==> config.mk <==
export PLATFORM = sky130hd
export DESIGN_NAME = window_cache_filler
export DESIGN_NICKNAME = d
export VERILOG_FILES = /design/src/rtl/window_cache_filler.sv
export SDC_FILE = /design/constraint.sdc
export NUM_CORES = 1
export LEC_CHECK = 0
export CORE_MARGIN = 2
export CORE_UTILIZATION = 30
export CTS_BUF_LIST = sky130_fd_sc_hd__clkbuf_16
export CTS_CLUSTER_DIAMETER = 100
export DETAILED_ROUTE_END_ITERATION = 7
export HOLD_SLACK_MARGIN = 0.05
export MAX_ROUTING_LAYER = met4
export SLEW_MARGIN = 40
export SYNTH_ARGS = -nofsm -noshare
export SYNTH_HDL_FRONTEND = slang
export SYNTH_SLANG_ARGS = --single-unit
==> constraint.sdc <==
create_clock -name clk -period 4.1 [get_ports clk]
set_input_delay 0.82 -clock clk [delete_from_list [all_inputs] [get_ports clk]]
set_output_delay 0.82 -clock clk [all_outputs]
set_load 0.005 [all_outputs]
==> src/rtl/window_cache_filler.sv <==
// Packs a raster pixel stream into WORDS-pixel cache words and writes them into a
// circular set of ROWS cache rows, stalling the stream while every row is unconsumed.
module window_cache_filler #(
    parameter int PIX_WIDTH = 8,
    parameter int WORDS     = 4,
    parameter int BLOCKS    = 4,
    parameter int ROWS      = 3
) (
    input  logic                          clk,
    input  logic                          rst,
    input  logic                          pix_valid,
    output logic                          pix_ready,
    input  logic [PIX_WIDTH-1:0]          pix_data,
    input  logic                          pix_sof,
    input  logic                          row_release,
    output logic [$clog2(ROWS)-1:0]       waddrY,
    output logic [$clog2(BLOCKS)-1:0]     waddrBlock,
    output logic [WORDS*PIX_WIDTH-1:0]    wdata,
    output logic                          we,
    output logic                          row_done,
    output logic [$clog2(ROWS)-1:0]       row_done_idx,
    output logic [$clog2(ROWS+1)-1:0]     rows_full
);
    localparam int EW = $clog2(WORDS);
    localparam int BW = $clog2(BLOCKS);
    localparam int YW = $clog2(ROWS);
    localparam int FW = $clog2(ROWS+1);

    logic [EW-1:0] elm;
    logic [BW-1:0] blk;
    logic [YW-1:0] row;
    // The last lane never needs storage: it goes straight from pix_data into wdata.
    logic [WORDS-2:0][PIX_WIDTH-1:0] pack;

    logic accept, word_end, row_end, release_ok;

    assign pix_ready  = !rst && (rows_full != FW'(ROWS));
    assign accept     = pix_valid && pix_ready;
    assign word_end   = accept && !pix_sof && (elm == EW'(WORDS-1));
    assign row_end    = word_end && (blk == BW'(BLOCKS-1));
    assign release_ok = row_release && (rows_full != '0);

    always_ff @(posedge clk) begin
        if (rst) begin
            elm          <= '0;
            blk          <= '0;
            row          <= '0;
            pack         <= '0;
            we           <= 1'b0;
            row_done     <= 1'b0;
            waddrY       <= '0;
            waddrBlock   <= '0;
            wdata        <= '0;
            row_done_idx <= '0;
            rows_full    <= '0;
        end else begin
            we       <= word_end;
            row_done <= row_end;
            if (accept) begin
                if (pix_sof) begin
                    pack[0] <= pix_data;
                    elm     <= EW'(1);
                    blk     <= '0;
                    row     <= '0;
                end else if (word_end) begin
                    elm        <= '0;
                    wdata      <= {pix_data, pack};
                    waddrBlock <= blk;
                    waddrY     <= row;
                    if (row_end) begin
                        blk          <= '0;
                        row          <= (row == YW'(ROWS-1)) ? '0 : row + YW'(1);
                        row_done_idx <= row;
                    end else begin
                        blk <= blk + BW'(1);
                    end
                end else begin
                    pack[elm] <= pix_data;
                    elm       <= elm + EW'(1);
                end
            end
            // A frame start wipes occupancy; completion and release in one cycle cancel.
            if (accept && pix_sof)
                rows_full <= '0;
            else if (row_end && !release_ok)
                rows_full <= rows_full + FW'(1);
            else if (!row_end && release_ok)
                rows_full <= rows_full - FW'(1);
        end
    end
endmodule

==> flow_metrics.tcl <==
set metrics [dict create \
    outcome "completed" \
    start_kind "primary input" \
    synth_common_cells "dfxtp_1, nand2_1, mux2i_1, inv_1, ha_1" \
    dr_wl_met2_um 2470 \
    ys_async_sr_fraction 0 \
    cts_setup_buffers 0 \
    ff2ff_path_depth 7 \
    cts_hold_buf 0 \
    min_period_ns 3.15 \
    drive_gt1_frac 0.0760 \
    fin_crit_sh 0.769 \
    drt_iter0_drc 51 \
    core-area_um2 9110 \
    synth_nets 287 \
    dr.pass1.iters 4 \
    die_h_um 100 \
    end_kind "primary output" \
    grt_max_degree 38 \
    crit_type "primary input to primary output" \
    grt_pass1_vias 1945 \
    cts.htree.levels 3 \
    hold_depth 2 \
    clkPwrFrac 0.511 \
    highest_layer "met4" \
    wl_per_cell_um 13.4 \
    vias_per_cell 4.51 \
    leakagePower_nw 1.54 \
    cts_repair_resize_count 0 \
    cts.path.max_buffers 2 \
    cts_sinks 72 \
    syn_area_um2 2780 \
    peakVddDrop_mv 0.202 \
    worstMarginPinSlew_ns 0.616 \
    switchingPower_uw 331 \
    drv_cap 0 \
    finalNetCount 343 \
    synth_cells 268 \
    dieArea_um2 10000 \
    initial_utilization 0.305 \
    vias 1983 \
    cts.clk_slew.worst_paths_ns 0.06 \
    grt_first_pass_wirelength_um 9800 \
    power.total_mw 1.59 \
    io_pins 56 \
    finalHoldViolCount 0 \
    arrival_ns 2.33 \
    clk_latency_ns 0.33 \
    route.met3.wl_um 302 \
    row_count 35 \
    ys_ff_latch 72 \
    switching_share 0.207 \
    synth_cell_types 36 \
    synth_warnings 0 \
    m1WireLength_um 3000 \
    drcViolationCount 0 \
    n_antenna_cell 0 \
    portBuffers 55 \
    yosysTopAreaCellShare 0.519 \
    cts_buffers 9 \
    synth_top_area_cell "dfxtp_1" \
    grt_setup_unrepaired "no" \
    max_freq_ghz 0.317 \
    yosysMostFrequentCell "dfxtp_1" \
    die_width_um 100 \
    grt_usage 0.131 \
    ys.flop_type "dfxtp_1" \
    p_comb_frac 0.041 \
    power_frac_seq 0.448 \
    hold_path.class "flip-flop to flip-flop" \
    synthTopCellsByArea "dfxtp_1, mux2i_1, nand2_1" \
    relSlewSlack 0.588 \
    power_density_nw_per_um2 428 \
    place_congestion 0.751 \
    drt_wl_total_um 5890 \
    setup_viol 0 \
    p_int_mw 1.26 \
    skew_ns 0.00677 \
    report.final.slew_viol_count 0 \
    syn_avg_cell_area_um2 10.4 \
    yosysSeqAreaShare 0.519 \
    cts_tree "built" \
    crit_required_ns 3.28 \
    synth_edf_count 0 \
    grt_overflow 0 \
    cts_root_buf "clkbuf_16" \
    crit_fanout 8 \
    route.antenna.remaining_nets 0 \
    dp_hpwl_um 3960 \
    grt_antenna_before_repair 0 \
    area_delta_synth_final_pct 34.2 \
    finalSetupTns_ns 0 \
]
[final timing paths]
check | slack, ns | endpoint | start
worst max-delay path | 0.95 | pix_ready | rst
worst min-delay path | 0.45 | wdata[6] | wdata[6]
worst max register to register | 2.01 | rows_full[1] | rows_full[0]
worst min register to register | 0.45 | wdata[6] | wdata[6]
[layout by cell type, fill, tap and decap left out, types with 3 or more instances in the layout]
cell type | synthesis | layout
buf_4 | 2 | 3
clkbuf_16 | 0 | 9
clkdlybuf4s50_1 | 0 | 55
dfxtp_1 | 72 | 72
ha_1 | 6 | 6
inv_1 | 14 | 14
inv_2 | 3 | 4
mux2i_1 | 60 | 60
nand2_1 | 63 | 63
nor2_1 | 4 | 4
nor2b_1 | 3 | 3
[power by group through the flow]
stage	sequential (mW)	combinational (mW)	clock, mW
2_1_floorplan	0.728	0.0408	0
3_3_place_gp	0.729	0.0645	0
3_5_place_dp	0.729	0.0658	0
4_1_cts	0.714	0.0663	0.830
5_1_grt	0.715	0.0730	0.869
6_report	0.714	0.0651	0.815
[logic make-up after synthesis]
logic type / count (synthesis) / share of synthesized area
fa+ha+maj: 6 / 0.0270
compound gates: 14 / 0.0396
xor+xnor: 2 / 0.00631
flops: 72 / 0.519
mux: 62 / 0.224
simple gates: 82 / 0.134
buf+inv: 30 / 0.0500
[per-layer routing]
metal / vias up / track usage
met5: - / -
met1: 922 / 0.172
met4: 0 / 0.0601
met3: 9 / 0.0439
li1: 1006 / -
met2: 46 / 0.180
[state kept, by name, summed over array words and instances, names as in the netlist]
| signal | flops |
|---|---|
| waddrY | 2 |
| row | 2 |
| blk | 2 |
| rows_full | 2 |
| pack | 24 |
| we | 1 |
| waddrBlock | 2 |
| elm | 2 |
| wdata | 32 |
| row_done_idx | 2 |
| row_done | 1 |
[critical path: stages]
cell	delay, ns
clkdlybuf4s50_1	0.53
a21o_1	0.29
inv_2	0.17
clkdlybuf4s50_1	0.52
[final cells by class]
class / count / area, µm²
Fill cell: 891 / 5380
Clock buffer: 9 / 225
Tap cell: 111 / 139
Inverter: 17 / 63.8
Timing Repair Buffer: 58 / 573
Multi-Input combinational cell: 166 / 1200
Sequential cell: 72 / 1440
Clock inverter: 7 / 87.6
[stage by stage]
step / instance area, µm² / setup WS (ns) / std cells / utilization / hold slack, ns
floorplan: 2780 / 1.85 / 268 / - / 0.446
global placement: 3410 / 0.987 / 424 / 0.375 / 0.445
detailed placement: 3410 / 0.941 / 424 / 0.375 / 0.451
CTS: 3730 / 0.943 / 440 / 0.409 / 0.459
global route: 3730 / 0.855 / 440 / 0.409 / 0.472
finish: 3730 / 0.946 / 440 / 0.409 / 0.454
No activity file was read; power rests on OpenSTA's default activity.
